[config.mk]
export PLATFORM = sky130hd
export DESIGN_NAME = spi_4094_master
export DESIGN_NICKNAME = d
export VERILOG_FILES = /design/src/rtl/spi_4094_master_pkg.sv /design/src/rtl/spi_half_period_timer.sv /design/src/rtl/spi_4094_master.sv
export SDC_FILE = /design/constraint.sdc
export NUM_CORES = 1
export LEC_CHECK = 0
export BUFFER_PORTS_ARGS = -buffer_cell sky130_fd_sc_hd__clkbuf_2
export CORE_MARGIN = 8
export CORE_UTILIZATION = 45
export DETAILED_ROUTE_END_ITERATION = 12
export GPL_TIMING_DRIVEN = 1
export PLACE_DENSITY = 0.73
export SLEW_MARGIN = 40
export SYNTH_ARGS = -nofsm -noshare
export SYNTH_HDL_FRONTEND = slang
export SYNTH_HIERARCHICAL = 1
export SYNTH_SLANG_ARGS = --single-unit
export TNS_END_PERCENT = 50
[constraint.sdc]
create_clock -name clk -period 1.94 [get_ports clk]
set_input_delay 0.485 -clock clk [delete_from_list [all_inputs] [get_ports clk]]
set_output_delay 0.485 -clock clk [all_outputs]
set_load 0.01 [all_outputs]
[src/rtl/spi_4094_master_pkg.sv]
// Shared definitions for the 4094 chain SPI master: FSM state encoding,
// idle (park) levels of the SPI pins and a small sizing helper.
package spi_4094_master_pkg;

    typedef enum logic [1:0] {
        ST_IDLE     = 2'd0,
        ST_SHIFT_LO = 2'd1,
        ST_SHIFT_HI = 2'd2,
        ST_STROBE   = 2'd3
    } state_e;

    // Levels the SPI pins rest at whenever no transfer is running.
    localparam logic SPI_CLK_PARK = 1'b1;
    localparam logic MOSI_PARK    = 1'b1;

    function automatic int max_int(input int a, input int b);
        return (a > b) ? a : b;
    endfunction

endpackage

[src/rtl/spi_half_period_timer.sv]
// Restartable down-counter used for SPI half-periods and the strobe width.
// Loading N-1 makes tick_o high on the N-th cycle after the load edge;
// the counter then rests at zero until reloaded.
module spi_half_period_timer #(
    parameter int WIDTH = 2
) (
    input  logic             clk,
    input  logic             reset_n,
    input  logic             load_i,
    input  logic [WIDTH-1:0] load_val_i,
    output logic             tick_o
);

    logic [WIDTH-1:0] cnt_q;

    // Reload on request, otherwise count down and hold at terminal count.
    always_ff @(posedge clk or negedge reset_n) begin
        if (!reset_n) begin
            cnt_q <= '0;
        end else if (load_i) begin
            cnt_q <= load_val_i;
        end else if (cnt_q != '0) begin
            cnt_q <= cnt_q - WIDTH'(1);
        end
    end

    assign tick_o = (cnt_q == '0);

endmodule

[src/rtl/spi_4094_master.sv]
// SPI master that shifts one NUM_BITS word (MSB first) into a 4094 chain
// and pulses strobe to latch the chain outputs.
// Optional feature macro: SPI_4094_READBACK_EN -- captures the chain echo
// on miso_i and flags when it differs from the previously written word.
//
// state       | meaning
// ST_IDLE     | pins parked, waiting for start_i
// ST_SHIFT_LO | spi_clk low, MOSI shows current bit, echo sampled at end
// ST_SHIFT_HI | spi_clk high, chain shifts on the rising edge
// ST_STROBE   | strobe high, pins parked, then done pulse
module spi_4094_master
    import spi_4094_master_pkg::*;
#(
    parameter int NUM_BITS    = 32,
    parameter int CLK_DIV     = 2,
    parameter int STROBE_CLKS = 4
) (
    input  logic                clk,
    input  logic                reset_n,
    input  logic                start_i,
    input  logic [NUM_BITS-1:0] data_i,
    output logic                busy_o,
    output logic                done_o,
    output logic [NUM_BITS-1:0] rdata_o,
    output logic                mismatch_o,
    output logic                spi_clk_o,
    output logic                spi_mosi_o,
    output logic                strobe_o,
    input  logic                miso_i
);

    localparam int TMAX = max_int(CLK_DIV, STROBE_CLKS);
    localparam int TW   = $clog2(TMAX + 1);
    localparam int CW   = $clog2(NUM_BITS + 1);

    localparam logic [TW-1:0] HALF_LOAD = TW'(CLK_DIV - 1);
    localparam logic [TW-1:0] STB_LOAD  = TW'(STROBE_CLKS - 1);

    state_e              state_q;
    logic                busy_q;
    logic                done_q;
    logic                sclk_q;
    logic                mosi_q;
    logic                strobe_q;
    logic [NUM_BITS-1:0] shift_q;
    logic [CW-1:0]       bit_cnt_q;

    logic                tmr_load;
    logic [TW-1:0]       tmr_val;
    logic                tmr_tick;

    // Rotating rather than plain shifting returns the written word to
    // shift_q after NUM_BITS steps, so readback can reuse it as last_q.
    logic [NUM_BITS-1:0] shift_rot;
    logic [CW-1:0]       bit_cnt_nxt;
    logic                last_bit;

    assign shift_rot   = (shift_q << 1) | (shift_q >> (NUM_BITS - 1));
    assign bit_cnt_nxt = bit_cnt_q + CW'(1);
    assign last_bit    = (bit_cnt_nxt == CW'(NUM_BITS));

    // Timer restarts on every state change so each phase gets its full length.
    always_comb begin
        tmr_load = 1'b0;
        tmr_val  = HALF_LOAD;
        case (state_q)
            ST_IDLE:     tmr_load = start_i;
            ST_SHIFT_LO: tmr_load = tmr_tick;
            ST_SHIFT_HI: begin
                tmr_load = tmr_tick;
                tmr_val  = last_bit ? STB_LOAD : HALF_LOAD;
            end
            default:     tmr_load = 1'b0;
        endcase
    end

    spi_half_period_timer #(
        .WIDTH(TW)
    ) u_timer (
        .clk       (clk),
        .reset_n   (reset_n),
        .load_i    (tmr_load),
        .load_val_i(tmr_val),
        .tick_o    (tmr_tick)
    );

    // Transfer sequencer with registered pin outputs.
    always_ff @(posedge clk or negedge reset_n) begin
        if (!reset_n) begin
            state_q   <= ST_IDLE;
            busy_q    <= 1'b0;
            done_q    <= 1'b0;
            sclk_q    <= SPI_CLK_PARK;
            mosi_q    <= MOSI_PARK;
            strobe_q  <= 1'b0;
            shift_q   <= '0;
            bit_cnt_q <= '0;
        end else begin
            done_q <= 1'b0;
            case (state_q)
                ST_IDLE: begin
                    if (start_i) begin
                        shift_q   <= data_i;
                        bit_cnt_q <= '0;
                        busy_q    <= 1'b1;
                        sclk_q    <= 1'b0;
                        mosi_q    <= data_i[NUM_BITS-1];
                        state_q   <= ST_SHIFT_LO;
                    end
                end
                ST_SHIFT_LO: begin
                    if (tmr_tick) begin
                        sclk_q  <= 1'b1;
                        state_q <= ST_SHIFT_HI;
                    end
                end
                ST_SHIFT_HI: begin
                    if (tmr_tick) begin
                        shift_q   <= shift_rot;
                        bit_cnt_q <= bit_cnt_nxt;
                        if (last_bit) begin
                            mosi_q   <= MOSI_PARK;
                            strobe_q <= 1'b1;
                            state_q  <= ST_STROBE;
                        end else begin
                            sclk_q  <= 1'b0;
                            mosi_q  <= shift_rot[NUM_BITS-1];
                            state_q <= ST_SHIFT_LO;
                        end
                    end
                end
                ST_STROBE: begin
                    if (tmr_tick) begin
                        strobe_q <= 1'b0;
                        busy_q   <= 1'b0;
                        done_q   <= 1'b1;
                        state_q  <= ST_IDLE;
                    end
                end
                default: state_q <= ST_IDLE;
            endcase
        end
    end

`ifdef SPI_4094_READBACK_EN
    logic [NUM_BITS-1:0] cap_q;
    logic [NUM_BITS-1:0] rdata_q;
    logic [NUM_BITS-1:0] last_q;
    logic                mismatch_q;
    logic                seen_q;

    // Echo capture just before each rising spi_clk; compare at completion.
    // The chain content is unknown until one full word has been written.
    always_ff @(posedge clk or negedge reset_n) begin
        if (!reset_n) begin
            cap_q      <= '0;
            rdata_q    <= '0;
            last_q     <= '0;
            mismatch_q <= 1'b0;
            seen_q     <= 1'b0;
        end else begin
            if (state_q == ST_SHIFT_LO && tmr_tick) begin
                cap_q <= (cap_q << 1) | NUM_BITS'(miso_i);
            end
            if (state_q == ST_STROBE && tmr_tick) begin
                rdata_q    <= cap_q;
                last_q     <= shift_q;
                seen_q     <= 1'b1;
                mismatch_q <= seen_q && (cap_q != last_q);
            end
        end
    end

    assign rdata_o    = rdata_q;
    assign mismatch_o = mismatch_q;
`else
    logic unused_miso;
    assign unused_miso = miso_i;
    assign rdata_o     = '0;
    assign mismatch_o  = 1'b0;
`endif

    assign busy_o     = busy_q;
    assign done_o     = done_q;
    assign spi_clk_o  = sclk_q;
    assign spi_mosi_o = mosi_q;
    assign strobe_o   = strobe_q;

endmodule

# Word level (Yosys, flattened, before mapping)
# Cells that the tools add are included.
# W data, S select, Z words.
[totals] regBits=48 input_bits=36 out_inout_bits=38 elab_cells=70
[op_classes] n_addsub=2 n_eq_ne=10 mux=34 bitwise_logic=1 n_reduce_logical=14
[op_table] op="$mux W32" count=2
[op_table] op="$pmux W32 S2" count=1
[op_table] op="$or A32 B1 Y32" count=1
[op_table] op="$mux W1" count=13
[op_table] op="$mux W2" count=6
[op_table] op="$mux W6" count=2
[op_table] op="$ne A2 B2 Y1 const B" count=6
[op_table] op="$pmux W6 S2" count=1
[op_table] op="$mux W3" count=3
[op_table] op="$pmux W1 S2" count=4
[op_table] op="$pmux W2 S4" count=1
[op_table] op="$reduce_and A4 Y1" count=2
[op_table] op="$reduce_bool A2 Y1" count=4
[op_table] op="$add A6 B1 Y6 const B" count=1
[op_table] op="$eq A6 B6 Y1 const B" count=1
[op_table] op="$reduce_and A3 Y1" count=2
[op_table] op="$reduce_bool A3 Y1" count=2
[op_table] op="$reduce_and A5 Y1" count=1
[op_table] op="$eq A2 B2 Y1 const B" count=2
[op_table] op="$logic_not A3 Y1" count=1
[op_table] op="$pmux W1 S3" count=1
[op_table] op="$sub A3 B1 Y3 const B" count=1
[op_table] op="$eq A2 B1 Y1 const B" count=1
[op_table] op="$logic_not A2 Y1" count=1
[op_table] op="$reduce_or A2 Y1" count=1

# Longest topological paths before layout
# Gate-level depths: netlist of the first run.
[depth] depth_word=5 depth_mapped=11 ltp_nobuf=8

# Cells and area by module
# Netlist of the first run, hierarchy kept.
[modules_own_cells] module="spi_4094_master" instances=1 cells_per_inst=259 area_each_um2=2507.4 seq_area_each_um2=1128.6
[modules_own_cells] module="spi_half_period_timer" instances=1 cells_per_inst=21 area_each_um2=200.2 seq_area_each_um2=75.1

# Worst setup path before layout of the first run
# No wires, ideal clock.
[synth_path] path_kind="register to register" from="register u_timer.cnt_q[0]" to="register shift_q[31]" setup_time_ps=129 arrival_time_ps=1631 t_required_ps=1811 slack_ps=181 stages_incl_launch_ff=11 path_buffers=2 synth_period_minus_slack_ps=1759 path_cell_list="dfrtp_1 -> inv_1 -> ha_1 -> nand2b_1 -> inv_1 -> buf_2 -> nand2b_1 -> o211ai_2 -> buf_2 -> a211oi_1 -> nor2_1"
[synth_via] elab_chain_cells=3
[synth_rtl] element="start, declared" line="spi_half_period_timer.sv:14" source="logic [WIDTH-1:0] cnt_q;"
[synth_rtl] element="start signal, assigned" line="spi_half_period_timer.sv:21" source="cnt_q <= load_val_i;"
[synth_rtl] element="start signal, assigned" line="spi_half_period_timer.sv:23" source="cnt_q <= cnt_q - WIDTH'(1);"
[synth_rtl] element="$logic_not A3 Y1" line="spi_half_period_timer.sv:27" source="assign tick_o = (cnt_q == '0);"
[synth_rtl] element="via tmr_tick" line="spi_4094_master.sv:50" source="logic tmr_tick;"
[synth_rtl] element="$ne A2 B2 Y1 (no line)"
[synth_rtl] element="$reduce_and A3 Y1 (no line)"
[synth_rtl] element="end signal, assigned" line="spi_4094_master.sv:103" source="shift_q <= data_i;"
[synth_rtl] element="end signal, assigned" line="spi_4094_master.sv:119" source="shift_q <= shift_rot;"
[synth_rtl] element="end, declared" line="spi_4094_master.sv:45" source="logic [NUM_BITS-1:0] shift_q;"
# The timed path passes the listed nets, and every way through them passes these cells.
# A chain may end at the register's enable or synchronous reset.

# Final worst setup path of the first run
[layout_path] from="register state_q[0]" to="register u_timer.cnt_q[1]"
[layout_via] elab_cells_between_ends=8 cone_classes="eq/ne: 2; mux: 3; reduce/logical: 3"
[layout_rtl] element="start, declared" line="spi_4094_master.sv:39" source="state_e state_q;"
[layout_rtl] element="start signal, assigned" line="spi_4094_master.sv:90" source="state_q <= ST_IDLE;"
[layout_rtl] element="start signal, assigned" line="spi_4094_master.sv:108" source="state_q <= ST_SHIFT_LO;"
[layout_rtl] element="start signal, assigned" line="spi_4094_master.sv:114" source="state_q <= ST_SHIFT_HI;"
[layout_rtl] element="$eq A2 B2 Y1" line="spi_4094_master.sv:66" source="case (state_q)"
[layout_rtl] element="$mux W3" line="spi_4094_master.sv:66"
[layout_rtl] element="via tmr_val[1]" line="spi_4094_master.sv:49" source="logic [TW-1:0] tmr_val;"
[layout_rtl] element="$mux W3" line="spi_half_period_timer.sv:20" source="end else if (load_i) begin"
# The timed path passes the listed nets, and every way through them passes these cells.

==> impl_results.html, run 1 <==
<table>
<tr><th>Metric</th><th>Value</th></tr>
<tr><th colspan="2">Power</th></tr>
<tr><td>Static Leakage</td><td>1.49 nW</td></tr>
<tr><td>Internal power summed over all cells</td><td>roughly 2.8 mW</td></tr>
<tr><td>Net load switching power</td><td>approximately 1.8 mW</td></tr>
<tr><td>Net switching fraction of the power</td><td>0.397</td></tr>
<tr><td>Part of the power in the clock network</td><td>0.134</td></tr>
<tr><td>Power per Cell Area</td><td>1500 nW/µm²</td></tr>
<tr><td>Relative contribution of sequential cells to total power</td><td>0.369</td></tr>
<tr><td>Worst voltage drop across the vdd grid</td><td>~880 µV</td></tr>
<tr><td>Relative contribution of combinational cells to total power</td><td>0.497</td></tr>
<tr><th colspan="2">Placement</th></tr>
<tr><td>Placer congestion estimate</td><td>around 0.76</td></tr>
<tr><td>Detailed-placement wirelength estimate</td><td>around 3700 µm</td></tr>
<tr><td>Post-Place Setup Slack</td><td>a little over 80 ps</td></tr>
<tr><td>Port-buffer cells</td><td>39</td></tr>
<tr><th colspan="2">Clocking</th></tr>
<tr><td>Clock transition at path regs</td><td>90 ps</td></tr>
<tr><td>Clock sink total</td><td>between 40 and 50</td></tr>
<tr><td>Clock insertion delay at the later pin of the skew report</td><td>about 300 ps</td></tr>
<tr><td>Cts bufs inserted</td><td>5</td></tr>
<tr><td>CTS root buf</td><td>sky130_fd_sc_hd__clkbuf_8</td></tr>
<tr><td>Hold buffers post-CTS</td><td>0</td></tr>
<tr><td>H-Tree Level Count</td><td>2</td></tr>
<tr><td>Clock tree from TritonCTS</td><td>yes</td></tr>
<tr><td>Clock Path Buffers</td><td>2</td></tr>
<tr><th colspan="2">Global routing</th></tr>
<tr><td>Number of antenna violations at the first check in global routing</td><td>0</td></tr>
<tr><td>Global-route wire length before repair</td><td>just under 9000 µm</td></tr>
<tr><td>Congestion Overflow GR</td><td>0</td></tr>
<tr><td>Global Route Usage Sum</td><td>0.121</td></tr>
<tr><td>Via count of the first global-routing pass</td><td>a little under 2000</td></tr>
<tr><td>Pin count of the biggest net entering global routing</td><td>49</td></tr>
<tr><th colspan="2">Floorplanning</th></tr>
<tr><td>Total Die Area</td><td>just under 9000 µm²</td></tr>
<tr><td>Boundary Pins</td><td>74</td></tr>
<tr><td>Core Region</td><td>just under 6000 µm²</td></tr>
<tr><td>Width of the chip</td><td>around 94 µm</td></tr>
<tr><td>Initial Util</td><td>0.460</td></tr>
<tr><td>Die outline height</td><td>slightly above 90 µm</td></tr>
<tr><td>Rows</td><td>28</td></tr>
<tr><th colspan="2">Detailed routing</th></tr>
<tr><td>Final antenna-violating net count</td><td>0</td></tr>
<tr><td>Post-detailed-routing wire length</td><td>4980 µm</td></tr>
<tr><td>Violation count after the first detailed-routing iteration</td><td>97</td></tr>
<tr><td>Vias per std cell</td><td>~4.7</td></tr>
<tr><td>Pre-antenna DRT Iters</td><td>4</td></tr>
<tr><td>DRC</td><td>0</td></tr>
<tr><td>Final routed wire length divided by cell count</td><td>approximately 12 µm</td></tr>
<tr><td>Via Count</td><td>between 1500 and 2000</td></tr>
<tr><th colspan="2">Cells and area</th></tr>
<tr><td>Fill cell count</td><td>570</td></tr>
<tr><td>Synthesis-to-layout area growth</td><td>12.8%</td></tr>
<tr><td>Most frequent standard cell in the layout excluding fill and tap cells</td><td>sky130_fd_sc_hd__dfrtp_1</td></tr>
<tr><td>Antenna cell count</td><td>0</td></tr>
<tr><td>Post-route core utilization</td><td>0.519</td></tr>
<tr><td>Net count reported at finish</td><td>~370</td></tr>
<tr><td>Layout cells sized above 1</td><td>0.221</td></tr>
<tr><td>Most used cells in the layout excluding fill and tap cells</td><td>sky130_fd_sc_hd__dfrtp_1 (46), sky130_fd_sc_hd__nand2_1 (40), sky130_fd_sc_hd__o21ai_0 (40)</td></tr>
<tr><th colspan="2">Worst setup path</th></tr>
<tr><td>Largest fanout on the critical path</td><td>8</td></tr>
<tr><td>Class of the most critical setup path</td><td>flip-flop to flip-flop</td></tr>
<tr><td>Required arrival time at the worst endpoint</td><td>~2100 ps</td></tr>
<tr><td>Slowest library cell on the worst path</td><td>sky130_fd_sc_hd__dfrtp_1</td></tr>
<tr><td>Max incr delay on CP</td><td>between 400 and 500 ps</td></tr>
<tr><td>Startpoint type of the worst setup path</td><td>flip-flop</td></tr>
<tr><td>Cells along the critical path</td><td>inv_1, ha_2, and3_2, o2111ai_2, inv_2, nor2b_1, a311oi_1</td></tr>
<tr><td>Worst endpoint data arrival time</td><td>1980 ps</td></tr>
<tr><td>Buffers plus inverters on the worst setup path</td><td>2</td></tr>
<tr><td>Setup crit end kind</td><td>flip-flop</td></tr>
<tr><td>Largest delay share family, worst path</td><td>compound AO/OA/AOI/OAI gates</td></tr>
<tr><th colspan="2">Logic synthesis</th></tr>
<tr><td>Share of async-settable or async-resettable flops after synthesis</td><td>1.00</td></tr>
<tr><td>Warning count from the yosys run</td><td>6</td></tr>
<tr><td>Number of cells produced by synthesis</td><td>280</td></tr>
<tr><td>Commonest register cell after synthesis</td><td>sky130_fd_sc_hd__dfrtp_1</td></tr>
<tr><td>Syn Std Cell Area</td><td>between 2000 and 3000 µm²</td></tr>
<tr><td>Number of register bits inferred by synthesis</td><td>48</td></tr>
<tr><td>Post-synthesis sequential area ratio</td><td>0.445</td></tr>
<tr><td>Mapped Avg Cell Area</td><td>around 9.7 µm²</td></tr>
<tr><td>Number of different library cells in the post-synthesis netlist</td><td>37</td></tr>
<tr><td>EDFF count, synth</td><td>0</td></tr>
<tr><th colspan="2">STA</th></tr>
<tr><td>Unrepaired setup endpoints after global routing</td><td>true</td></tr>
<tr><td>Setup WS post-layout</td><td>around 150 ps</td></tr>
<tr><td>Final-layout setup total negative slack</td><td>0 ps</td></tr>
<tr><td>Number of setup violations in the final report</td><td>0</td></tr>
<tr><td>Number of slew-limit violations in the final report</td><td>0</td></tr>
<tr><td>Fmax achieved</td><td>roughly 560 MHz</td></tr>
<tr><td>Worst setup skew after layout</td><td>between 6 and 7 ps</td></tr>
<tr><td>Post-route clock period utilization</td><td>0.921</td></tr>
<tr><td>Minimum period implied by the final worst setup slack</td><td>between 1500 and 2000 ps</td></tr>
<tr><td>WHS</td><td>~150 ps</td></tr>
<tr><td>Final hold vios</td><td>0</td></tr>
<tr><th colspan="2">Run</th></tr>
<tr><td>Number of maximum-capacitance constraint violations</td><td>0</td></tr>
<tr><th colspan="2">Outcome</th></tr>
<tr><td>Outcome</td><td>finished, final reports clean</td></tr>
<tr><th colspan="2">Hold path</th></tr>
<tr><td>Worst min path class</td><td>primary input to async pin</td></tr>
</table>
[path summary, 6_finish.rpt]
check	cells after the start	slack, ps	start	end
worst max-delay path	7	150	state_q[0]	u_timer/cnt_q[1]
worst min-delay path	2	150	reset_n	state_q[0]
worst max register to register	7	150	state_q[0]	u_timer/cnt_q[1]
worst min register to register	2	480	shift_q[1]	shift_q[1]
max in group asynchronous	2	1490	reset_n	spi_clk_o
min in group clk	3	470	data_i[25]	shift_q[25]
[repair_timing]
action / 4_1_cts / 5_1_grt
endpoints found under the setup margin: 0 / 32
gates resized for setup: 0 / 5
setup buffers: 0 / 4
[power by group through the flow]
| stage | sequential, mW | clock (mW) | combinational [mW] |
|---|---|---|---|
| after floorplan | 1.66 | 0 | 1.72 |
| after global placement | 1.70 | 0 | 2.10 |
| after detailed placement | 1.72 | 0 | 2.17 |
| after CTS | 1.70 | 0.644 | 2.17 |
| after global routing | 1.75 | 0.683 | 2.64 |
| final | 1.70 | 0.613 | 2.28 |
[layer usage]
metal  track usage  share of wire  vias up
li1              -              -      977
met1         0.144           0.43      874
met2         0.202           0.49       41
met3        0.0304          0.062        7
met4        0.0476          0.016        0
met5             0              0        -
[final cells by class]
class	count	area, µm²	share of cell area
timing repair buffer	52	334	0.109
clock buffer	7	86.3	0.0283
multi-input combinational	206	1280	0.420
sequential	48	1200	0.394
inverter	12	45.0	0.0148
tap	75	93.8	0.0307
clock inverter	1	7.51	0.00246
[worst reg2reg max path: stages (launching register included)]
cell and delay [ps]:
sky130_fd_sc_hd__dfrtp_1 420, sky130_fd_sc_hd__inv_1 130, sky130_fd_sc_hd__ha_2 320, sky130_fd_sc_hd__and3_2 230, sky130_fd_sc_hd__o2111ai_2 160, sky130_fd_sc_hd__inv_2 110, sky130_fd_sc_hd__nor2b_1 50, sky130_fd_sc_hd__a311oi_1 260
[synth_stat cells, types with 2 or more instances]
library cell / n / area share
sky130_fd_sc_hd__nor3_1: 2 / 0.0037
sky130_fd_sc_hd__dfstp_2: 2 / 0.019
sky130_fd_sc_hd__o31ai_1: 2 / 0.0055
sky130_fd_sc_hd__mux2i_1: 32 / 0.12
sky130_fd_sc_hd__nor2_1: 6 / 0.0083
sky130_fd_sc_hd__ha_1: 8 / 0.037
sky130_fd_sc_hd__conb_1: 2 / 0.0028
sky130_fd_sc_hd__nand2_1: 40 / 0.055
sky130_fd_sc_hd__a21oi_1: 3 / 0.0055
sky130_fd_sc_hd__inv_1: 11 / 0.015
sky130_fd_sc_hd__o21ai_0: 42 / 0.078
sky130_fd_sc_hd__xor2_1: 2 / 0.0065
sky130_fd_sc_hd__nand3_1: 3 / 0.0055
sky130_fd_sc_hd__and4_2: 2 / 0.0074
sky130_fd_sc_hd__buf_4: 36 / 0.10
sky130_fd_sc_hd__nor4b_1: 2 / 0.0065
sky130_fd_sc_hd__a31oi_1: 3 / 0.0069
sky130_fd_sc_hd__dfrtp_1: 46 / 0.43
sky130_fd_sc_hd__nor2b_1: 5 / 0.012
sky130_fd_sc_hd__nand2b_1: 4 / 0.0092
sky130_fd_sc_hd__clkbuf_1: 5 / 0.0069
sky130_fd_sc_hd__o21a_1: 2 / 0.0055
sky130_fd_sc_hd__buf_2: 6 / 0.011
[per-stage QoR]
stage | cell area, µm² | total power, mW | std cells
after global placement | 2920 | 3.80 | 389
final | 3050 | 4.59 | 401
after detailed placement | 2920 | 3.89 | 389
after global routing | 3050 | 5.07 | 401
after CTS | 3010 | 4.52 | 397
after floorplan | 2830 | 3.38 | 313
[logic make-up (layout without fill, tap and decap cells)]
family / count (synthesis) / after routing / synth area share
fa+ha+maj: 8 / 8 / 0.0370
flops: 48 / 48 / 0.445
compound gates: 62 / 62 / 0.139
mux: 32 / 32 / 0.118
buf+inv: 59 / 72 / 0.134
other cells: 2 / 35 / 0.00277
xor+xnor: 2 / 2 / 0.00647
simple gates: 67 / 67 / 0.117
[state kept, by name (all words and copies together) (netlist names)]
name and count:
done_o 1, bit_cnt_q 6, strobe_o 1, busy_o 1, u_timer/cnt_q 3, spi_clk_o 1, spi_mosi_o 1, state_q 2
shift_q 32
(Power assumes the default switching activity.)
==> run 2, diff against run 1 <==
Settings changed: PLACE_DENSITY 0.73 to 0.7, REMOVE_ABC_BUFFERS set to 1.
==> run 2 against run 1 <==
- hold slack lost 87 ps
- first-iteration DRC count grew 46%
- count of clock-buffer cells in the layout shrank 2
- sequential power is essentially flat
- global-route usage grew 0.49 points
- clock skew grew 1.8 ps
- cell count grew 0.25%
- critical path type unchanged
- critical endpoint is now shift_q[6]
- largest cell class unchanged
==> impl_results.html, run 2 (synthesized netlist as in run 1, its figures left out) <==
<table>
<tr><th>Metric</th><th>Value</th></tr>
<tr><th colspan="2">Clocking</th></tr>
<tr><td>Post-CTS setup buffers</td><td>0 (unchanged)</td></tr>
<tr><td>CTS root buf</td><td>sky130_fd_sc_hd__clkbuf_8</td></tr>
<tr><td>H-Tree Level Count</td><td>2 (unchanged)</td></tr>
<tr><td>Cts bufs inserted</td><td>5 (unchanged)</td></tr>
<tr><td>Clock Path Buffers</td><td>2 (unchanged)</td></tr>
<tr><td>Clock transition at path regs</td><td>90 ps (about the same)</td></tr>
<tr><td>Clock sink total</td><td>48 (unchanged)</td></tr>
<tr><td>Clock insertion delay at the later pin of the skew report</td><td>310 ps (about the same)</td></tr>
<tr><td>Clock tree from TritonCTS</td><td>yes</td></tr>
<tr><th colspan="2">Cells and area</th></tr>
<tr><td>Fill cell count</td><td>542 (-4.9%)</td></tr>
<tr><td>Post-route cell area</td><td>3130 µm² (+2.5%)</td></tr>
<tr><td>Number of flip-flops under the largest register name</td><td>32 (unchanged)</td></tr>
<tr><td>Largest registers</td><td>shift_q x32, bit_cnt_q x6, u_timer/cnt_q x3</td></tr>
<tr><td>Register containing the most flip-flops in the final layout</td><td>shift_q</td></tr>
<tr><td>Synthesis-to-layout area growth</td><td>15.5%</td></tr>
<tr><td>Net count reported at finish</td><td>370 (+0.27%)</td></tr>
<tr><td>Final standard cell count with taps included and fillers excluded</td><td>402 (+0.25%)</td></tr>
<tr><td>Post-route core utilization</td><td>0.531 (+0.0128)</td></tr>
<tr><td>Most frequent standard cell in the layout excluding fill and tap cells</td><td>sky130_fd_sc_hd__dfrtp_1</td></tr>
<tr><td>Antenna cell count</td><td>0 (unchanged)</td></tr>
<tr><td>Layout cells sized above 1</td><td>0.235 (+0.0146)</td></tr>
<tr><td>Most used cells in the layout excluding fill and tap cells</td><td>sky130_fd_sc_hd__dfrtp_1 (46), sky130_fd_sc_hd__o21ai_0 (42), sky130_fd_sc_hd__nand2_1 (40)</td></tr>
<tr><th colspan="2">Detailed routing</th></tr>
<tr><td>Via Count</td><td>1910 (+0.58%)</td></tr>
<tr><td>Final routed wire length divided by cell count</td><td>13.1 µm (+5.2%)</td></tr>
<tr><td>Violation count after the first detailed-routing iteration</td><td>142 (+46%)</td></tr>
<tr><td>Post-detailed-routing wire length</td><td>5260 µm (+5.5%)</td></tr>
<tr><td>Pre-antenna DRT Iters</td><td>4 (unchanged)</td></tr>
<tr><td>Final antenna-violating net count</td><td>0 (unchanged)</td></tr>
<tr><td>Vias per std cell</td><td>4.75 (+0.33%)</td></tr>
<tr><td>DRC</td><td>0 (unchanged)</td></tr>
<tr><th colspan="2">Placement</th></tr>
<tr><td>Placer congestion estimate</td><td>0.777 (+2.2%)</td></tr>
<tr><td>Post-Place Cell Area</td><td>2930 µm² (+0.43%)</td></tr>
<tr><td>Detailed-placement wirelength estimate</td><td>3930 µm (+6.8%)</td></tr>
<tr><td>Port-buffer cells</td><td>39 (unchanged)</td></tr>
<tr><td>Post-Place Setup Slack</td><td>81.0 ps (-1.28 ps)</td></tr>
<tr><td>Total instance count after detailed placement</td><td>394 (+1.3%)</td></tr>
<tr><th colspan="2">STA</th></tr>
<tr><td>Number of slew-limit violations in the final report</td><td>0 (unchanged)</td></tr>
<tr><td>Worst setup skew after layout</td><td>8.79 ps (+1.81 ps)</td></tr>
<tr><td>Fmax achieved</td><td>566 MHz (+1.1%)</td></tr>
<tr><td>Final hold vios</td><td>0 (unchanged)</td></tr>
<tr><td>Setup WS post-layout</td><td>173 ps (+18.8 ps)</td></tr>
<tr><td>Post-route clock period utilization</td><td>0.911 (-0.00968)</td></tr>
<tr><td>Minimum period implied by the final worst setup slack</td><td>1770 ps (-18.8 ps)</td></tr>
<tr><td>Number of setup violations in the final report</td><td>0 (unchanged)</td></tr>
<tr><th colspan="2">Global routing</th></tr>
<tr><td>Number of antenna violations at the first check in global routing</td><td>0 (unchanged)</td></tr>
<tr><td>Via count of the first global-routing pass</td><td>1931 (+0.52%)</td></tr>
<tr><td>Congestion Overflow GR</td><td>0 (unchanged)</td></tr>
<tr><td>Global-route wire length before repair</td><td>9000 µm (+3.3%)</td></tr>
<tr><td>Pin count of the biggest net entering global routing</td><td>39 (-20%)</td></tr>
<tr><td>Global Route Usage Sum</td><td>0.125 (+0.00492)</td></tr>
<tr><th colspan="2">Power</th></tr>
<tr><td>Static Leakage</td><td>1.52 nW (+2.2%)</td></tr>
<tr><td>Power per Cell Area</td><td>1580 nW/µm² (+4.8%)</td></tr>
<tr><td>Worst voltage drop across the vdd grid</td><td>800 µV (-9.1%)</td></tr>
<tr><td>Power Total</td><td>4.93 mW (+7.4%)</td></tr>
<tr><th colspan="2">Worst setup path</th></tr>
<tr><td>Slowest library cell on the worst path</td><td>sky130_fd_sc_hd__dfrtp_1</td></tr>
<tr><td>Max incr delay on CP</td><td>380 ps (-40 ps)</td></tr>
<tr><td>Setup crit end kind</td><td>flip-flop</td></tr>
<tr><td>Cell type with the highest occurrence count on the critical path</td><td>sky130_fd_sc_hd__nand2b_1</td></tr>
<tr><td>Largest fanout on the critical path</td><td>16 (+8)</td></tr>
<tr><td>Worst endpoint data arrival time</td><td>1960 ps (-20 ps)</td></tr>
<tr><td>Class of the most critical setup path</td><td>flip-flop to flip-flop</td></tr>
<tr><td>Cells along the critical path</td><td>inv_1, ha_1, nand2b_1, inv_2, nand2b_1, o211ai_4, buf_4, o21ai_0</td></tr>
<tr><td>Buffers plus inverters on the worst setup path</td><td>3 (+1)</td></tr>
<tr><td>Required arrival time at the worst endpoint</td><td>2130 ps (about the same)</td></tr>
<tr><td>Worst reg-to-reg setup slack</td><td>170 ps (+20 ps)</td></tr>
<tr><td>Largest delay share family, worst path</td><td>buffers and inverters</td></tr>
<tr><td>Startpoint type of the worst setup path</td><td>flip-flop</td></tr>
<tr><th colspan="2">Floorplanning</th></tr>
<tr><td>Initial Util</td><td>0.460 (unchanged)</td></tr>
<tr><td>Core Region</td><td>5890 µm² (unchanged)</td></tr>
<tr><td>Total Die Area</td><td>8760 µm² (unchanged)</td></tr>
<tr><td>Rows</td><td>28 (unchanged)</td></tr>
<tr><td>Die outline height</td><td>93.6 µm (unchanged)</td></tr>
<tr><td>Width of the chip</td><td>93.6 µm (unchanged)</td></tr>
<tr><td>Boundary Pins</td><td>74 (unchanged)</td></tr>
<tr><th colspan="2">Hold path</th></tr>
<tr><td>Worst min path class</td><td>primary input to async pin</td></tr>
<tr><th colspan="2">Run</th></tr>
<tr><td>Number of maximum-capacitance constraint violations</td><td>0 (unchanged)</td></tr>
<tr><th colspan="2">Outcome</th></tr>
<tr><td>Outcome</td><td>finished, final reports clean</td></tr>
</table>
==> run 2: cell count changes in the layout (fill, tap and decap cells not counted), sizes merged <==
| cell | change |
|---|---|
| bufinv | +3 |
| clkinvlp | -1 |
| buf | +1 |
| clkbuf | -2 |
==> run 2: what timing repair did <==
| item | 4_1_cts | 5_1_grt |
|---|---|---|
| gates resized for setup | 0 | 8 |
| hold buffers | 0 | 0 |
| setup endpoints to repair | 0 | 26 |
==> run 2: report_power, final <==
group / internal (mW) / switching (mW) / total, mW
Combinational: 0.973 / 1.26 / 2.23
Clock: 0.644 / 0.346 / 0.990
Sequential: 1.45 / 0.256 / 1.71
Total: 3.07 / 1.86 / 4.93
==> run 2: area by class of cell <==
| type | instances | area (µm²) | area share |
|---|---|---|---|
| Multi-Input combinational cell | 206 | 1310 | 0.418 |
| Sequential cell | 48 | 1200 | 0.385 |
| Timing Repair Buffer | 53 | 320 | 0.102 |
| Tap cell | 75 | 93.8 | 0.0300 |
| Clock inverter | 3 | 90.1 | 0.0288 |
| Clock buffer | 5 | 68.8 | 0.0220 |
| Inverter | 12 | 45.0 | 0.0144 |
==> run 2: layer usage <==
layer | GRT usage | wire, µm
met5 | 0 | 0
met4 | 0.0436 | 65
met3 | 0.0401 | 334
met2 | 0.193 | 2390
met1 | 0.161 | 2470
==> run 2: final timing paths <==
kind                                  start           to  cells past startpoint
setup / recovery           u_timer/cnt_q[1]   shift_q[6]                      8
min in group clk                  data_i[8]   shift_q[8]                      3
hold / removal                      reset_n       busy_o                      1
setup reg to reg           u_timer/cnt_q[1]   shift_q[6]                      8
max in group asynchronous           reset_n   spi_mosi_o                      2
hold reg to reg                 shift_q[17]  shift_q[17]                      2
==> run 2: per-stage QoR <==
stage | setup TNS (ps) | hold slack [ps]
after floorplan | -58390 | 189
after global placement | 0 | 403
after detailed placement | 0 | 402
after CTS | 0 | 66.4
after global routing | -6.13 | 75.1
final | 0 | 63.0
==> run 2: worst reg2reg max path, stage by stage, from the launching register on <==
cell and delay (ps):
sky130_fd_sc_hd__dfrtp_1 380, sky130_fd_sc_hd__inv_1 70, sky130_fd_sc_hd__ha_1 210, sky130_fd_sc_hd__nand2b_1 140, sky130_fd_sc_hd__inv_2 90, sky130_fd_sc_hd__nand2b_1 200
sky130_fd_sc_hd__o211ai_4 190, sky130_fd_sc_hd__buf_4 270, sky130_fd_sc_hd__o21ai_0 120
==> run 3, diff against run 2 <==
Settings changed: ABC_AREA set to 1.
==> run 3 against run 2 <==
- sequential share of layout area grew 1.8 points
- critical path depth grew 1
- synthesized cell count grew 22%
- critical path type unchanged
==> impl_results.html, run 3 <==
<table>
<tr><th>Metric</th><th>Value</th></tr>
<tr><th colspan="2">Outcome</th></tr>
<tr><td>Outcome</td><td>finished, final reports clean</td></tr>
<tr><th colspan="2">STA</th></tr>
<tr><td>Fmax achieved</td><td>577 MHz (+2.0%)</td></tr>
<tr><td>Post-route clock period utilization</td><td>0.893 (-0.0182)</td></tr>
<tr><td>Final hold vios</td><td>0 (unchanged)</td></tr>
<tr><td>Worst setup skew after layout</td><td>8.90 ps (+0.110 ps)</td></tr>
<tr><td>Number of setup violations in the final report</td><td>0 (unchanged)</td></tr>
<tr><td>Setup WS post-layout</td><td>208 ps (+35.3 ps)</td></tr>
<tr><td>WHS</td><td>85.2 ps (+22.2 ps)</td></tr>
<tr><td>Unrepaired setup endpoints after global routing</td><td>false</td></tr>
<tr><td>Number of slew-limit violations in the final report</td><td>0 (unchanged)</td></tr>
<tr><td>Minimum period implied by the final worst setup slack</td><td>1730 ps (-35.3 ps)</td></tr>
<tr><th colspan="2">Power</th></tr>
<tr><td>Power Total</td><td>4.77 mW (-3.2%)</td></tr>
<tr><td>Static Leakage</td><td>1.54 nW (+0.97%)</td></tr>
<tr><td>Power per Cell Area</td><td>1600 nW/µm² (+1.2%)</td></tr>
<tr><td>Worst voltage drop across the vdd grid</td><td>719 µV (-10%)</td></tr>
<tr><th colspan="2">Cells and area</th></tr>
<tr><td>Sequential cell area in the final layout</td><td>1200 µm² (unchanged)</td></tr>
<tr><td>Layout cells sized above 1</td><td>0.182 (-0.0532)</td></tr>
<tr><td>Net count reported at finish</td><td>427 (+15%)</td></tr>
<tr><td>Post-route core utilization</td><td>0.511 (-0.0201)</td></tr>
<tr><td>Number of flip-flops under the largest register name</td><td>32 (unchanged)</td></tr>
<tr><td>Register containing the most flip-flops in the final layout</td><td>shift_q</td></tr>
<tr><td>Most used cells in the layout excluding fill and tap cells</td><td>sky130_fd_sc_hd__nand2_1 (102), sky130_fd_sc_hd__dfrtp_1 (46), sky130_fd_sc_hd__nor2_1 (40)</td></tr>
<tr><td>Largest registers</td><td>shift_q x32, bit_cnt_q x6, u_timer/cnt_q x3</td></tr>
<tr><td>Antenna cell count</td><td>0 (unchanged)</td></tr>
<tr><td>Fill cell count</td><td>572 (+5.5%)</td></tr>
<tr><td>Synthesis-to-layout area growth</td><td>11.2%</td></tr>
<tr><td>Total area of multi-input combinational cells</td><td>1190 µm² (-8.6%)</td></tr>
<tr><td>Most frequent standard cell in the layout excluding fill and tap cells</td><td>sky130_fd_sc_hd__nand2_1</td></tr>
<tr><th colspan="2">Detailed routing</th></tr>
<tr><td>Final antenna-violating net count</td><td>0 (unchanged)</td></tr>
<tr><td>Vias per std cell</td><td>4.64 (-2.4%)</td></tr>
<tr><td>Post-detailed-routing wire length</td><td>5320 µm (+1.2%)</td></tr>
<tr><td>Violation count after the first detailed-routing iteration</td><td>91 (-36%)</td></tr>
<tr><td>DRC</td><td>0 (unchanged)</td></tr>
<tr><td>Via Count</td><td>2129 (+11%)</td></tr>
<tr><td>Final routed wire length divided by cell count</td><td>11.6 µm (-11%)</td></tr>
<tr><td>Pre-antenna DRT Iters</td><td>6 (+2)</td></tr>
<tr><th colspan="2">Logic synthesis</th></tr>
<tr><td>Cell with the most instances after synthesis</td><td>sky130_fd_sc_hd__nand2_1</td></tr>
<tr><td>Number of different library cells in the post-synthesis netlist</td><td>26 (-30%)</td></tr>
<tr><td>Largest area contributor in the synthesized netlist</td><td>sky130_fd_sc_hd__dfrtp_1</td></tr>
<tr><td>Synth Area in Adders</td><td>0.0372 (+0.000241)</td></tr>
<tr><td>Xor/xnor cell area share of the yosys netlist</td><td>0 (-0.00647)</td></tr>
<tr><td>Number of register bits inferred by synthesis</td><td>48 (unchanged)</td></tr>
<tr><td>Synth cell count leaders</td><td>sky130_fd_sc_hd__nand2_1 (103), sky130_fd_sc_hd__dfrtp_1 (46), sky130_fd_sc_hd__nor2_1 (41)</td></tr>
<tr><td>Mapped Avg Cell Area</td><td>7.87 µm² (-19%)</td></tr>
<tr><td>Simple-gate area share of the yosys netlist</td><td>0.224 (+0.107)</td></tr>
<tr><td>Fraction of post-synthesis cell area in the top cell type by area</td><td>0.428 (+0.00277)</td></tr>
<tr><td>Main combinational cell family by area after synthesis</td><td>simple AND/OR/NAND/NOR gates</td></tr>
<tr><td>Number of cells produced by synthesis</td><td>342 (+22%)</td></tr>
<tr><td>Share of async-settable or async-resettable flops after synthesis</td><td>1.00 (unchanged)</td></tr>
<tr><td>EDFF count, synth</td><td>0 (unchanged)</td></tr>
<tr><td>Mux share of post-synthesis cell area</td><td>0 (-0.118)</td></tr>
<tr><td>Syn Std Cell Area</td><td>2690 µm² (-0.65%)</td></tr>
<tr><td>Commonest register cell after synthesis</td><td>sky130_fd_sc_hd__dfrtp_1</td></tr>
<tr><td>Post-synthesis sequential area ratio</td><td>0.447 (+0.00289)</td></tr>
<tr><td>Warning count from the yosys run</td><td>6 (unchanged)</td></tr>
<tr><td>Biggest area contributors in the synthesized netlist</td><td>sky130_fd_sc_hd__dfrtp_1 (43%), sky130_fd_sc_hd__nand2_1 (14%), sky130_fd_sc_hd__buf_4 (9.8%)</td></tr>
<tr><td>Area fraction in compound gates after synthesis</td><td>0.130 (-0.00933)</td></tr>
<tr><th colspan="2">Floorplanning</th></tr>
<tr><td>Initial Util</td><td>0.460 (about the same)</td></tr>
<tr><td>Width of the chip</td><td>93.3 µm (-0.27%)</td></tr>
<tr><td>Boundary Pins</td><td>74 (unchanged)</td></tr>
<tr><td>Core Region</td><td>5850 µm² (-0.60%)</td></tr>
<tr><td>Die outline height</td><td>93.3 µm (-0.27%)</td></tr>
<tr><td>Total Die Area</td><td>8710 µm² (-0.54%)</td></tr>
<tr><td>Rows</td><td>28 (unchanged)</td></tr>
<tr><th colspan="2">Worst setup path</th></tr>
<tr><td>Class of the most critical setup path</td><td>flip-flop to flip-flop</td></tr>
<tr><td>Cell type with the highest occurrence count on the critical path</td><td>sky130_fd_sc_hd__inv_2</td></tr>
<tr><td>Largest fanout on the critical path</td><td>32 (+16)</td></tr>
<tr><td>Cells along the critical path</td><td>inv_2, ha_1, inv_2, o21ai_2, o21ai_4, inv_2, buf_12, nor2_1, a31oi_1</td></tr>
<tr><td>Setup crit end kind</td><td>flip-flop</td></tr>
<tr><td>Buffers plus inverters on the worst setup path</td><td>4 (+1)</td></tr>
<tr><td>Startpoint type of the worst setup path</td><td>flip-flop</td></tr>
<tr><td>Required arrival time at the worst endpoint</td><td>2160 ps (+30 ps)</td></tr>
<tr><td>Largest delay share family, worst path</td><td>buffers and inverters</td></tr>
<tr><td>Slowest library cell on the worst path</td><td>sky130_fd_sc_hd__dfrtp_1</td></tr>
<tr><td>Max incr delay on CP</td><td>420 ps (+40 ps)</td></tr>
<tr><td>Worst endpoint data arrival time</td><td>1960 ps (about the same)</td></tr>
<tr><th colspan="2">Clocking</th></tr>
<tr><td>Clock Path Buffers</td><td>2 (unchanged)</td></tr>
<tr><td>Clock transition at path regs</td><td>90 ps (about the same)</td></tr>
<tr><td>Hold buffers post-CTS</td><td>0 (unchanged)</td></tr>
<tr><td>Clock insertion delay at the later pin of the skew report</td><td>310 ps (about the same)</td></tr>
<tr><td>Clock sink total</td><td>48 (unchanged)</td></tr>
<tr><td>Cts bufs inserted</td><td>5 (unchanged)</td></tr>
<tr><td>H-Tree Level Count</td><td>2 (unchanged)</td></tr>
<tr><td>Clock tree from TritonCTS</td><td>yes</td></tr>
<tr><td>CTS root buf</td><td>sky130_fd_sc_hd__clkbuf_8</td></tr>
<tr><th colspan="2">Global routing</th></tr>
<tr><td>Via count of the first global-routing pass</td><td>2082 (+7.8%)</td></tr>
<tr><td>Congestion Overflow GR</td><td>0 (unchanged)</td></tr>
<tr><td>Global Route Usage Sum</td><td>0.127 (+0.00200)</td></tr>
<tr><td>Pin count of the biggest net entering global routing</td><td>38 (-2.6%)</td></tr>
<tr><td>Global-route wire length before repair</td><td>9030 µm (+0.31%)</td></tr>
<tr><td>Number of antenna violations at the first check in global routing</td><td>0 (unchanged)</td></tr>
<tr><th colspan="2">Placement</th></tr>
<tr><td>Port-buffer cells</td><td>39 (unchanged)</td></tr>
<tr><td>Detailed-placement wirelength estimate</td><td>4060 µm (+3.1%)</td></tr>
<tr><td>Placer congestion estimate</td><td>0.842 (+8.4%)</td></tr>
<tr><td>Post-Place Setup Slack</td><td>72.8 ps (-8.19 ps)</td></tr>
<tr><th colspan="2">Run</th></tr>
<tr><td>Number of maximum-capacitance constraint violations</td><td>0 (unchanged)</td></tr>
<tr><th colspan="2">Hold path</th></tr>
<tr><td>Worst min path class</td><td>primary input to async pin</td></tr>
</table>
-- run 3: per-stage QoR --
stage               TNS, ps  instance area (µm²)  std cells
floorplan            -37710                 2480        328
detailed placement        0                 2870        451
finish                    0                 2990        459
global route              0                 2990        459
global placement          0                 2870        451
CTS                       0                 2980        459
-- run 3: per-layer routing --
metal / GRT usage / part of all wire
met2: 0.222 / 0.49
met1: 0.142 / 0.44
met3: 0.0361 / 0.060
met4: 0.0523 / 0.014
met5: 0 / 0
-- run 3: cells by family after synthesis --
kind of cell	count (synthesis)
AND/OR/NAND/NOR	155
buffers and inverters	73
AO/OA/AOI/OAI	56
flip-flops	48
adder cells (fa/ha/maj)	8
other	2
-- run 3: final cells by class --
cell class | instances | share of cell area
Tap cell | 75 | 0.0314
Clock inverter | 3 | 0.0155
Clock buffer | 5 | 0.0230
Multi-Input combinational cell | 254 | 0.399
Inverter | 26 | 0.0326
Sequential cell | 48 | 0.402
Timing Repair Buffer | 48 | 0.0962
-- run 3: power breakdown --
| part | total, mW | internal (mW) | switching [mW] |
|---|---|---|---|
| combinational | 2.30 | 0.893 | 1.41 |
| clock | 0.739 | 0.388 | 0.350 |
| sequential | 1.73 | 1.48 | 0.248 |
-- run 3: final timing paths --
| check | slack, ps | from | cells past startpoint | to |
|---|---|---|---|---|
| worst min register to register | 480 | spi_clk_o | 2 | spi_clk_o |
| worst min-delay path | 90 | reset_n | 1 | shift_q[4] |
| min in group clk | 400 | data_i[16] | 3 | shift_q[16] |
| worst max register to register | 210 | state_q[0] | 9 | shift_q[26] |
| worst max-delay path | 210 | state_q[0] | 9 | shift_q[26] |
| max in group asynchronous | 1270 | reset_n | 2 | shift_q[26] |
-- run 3: worst reg2reg max path: cells and delay by family (launching register included) --
| family | cells | cell delay, ps |
|---|---|---|
| AO/OA/AOI/OAI | 3 | 440 |
| flip-flops | 1 | 420 |
| buffers and inverters | 4 | 520 |
| adder cells (fa/ha/maj) | 1 | 210 |
| AND/OR/NAND/NOR | 1 | 60 |
-- run 3: what timing repair did --
item                       in CTS  in global routing
setup endpoints to repair       0                 14
gates resized for setup         0                  4
buffers inserted                0                  0
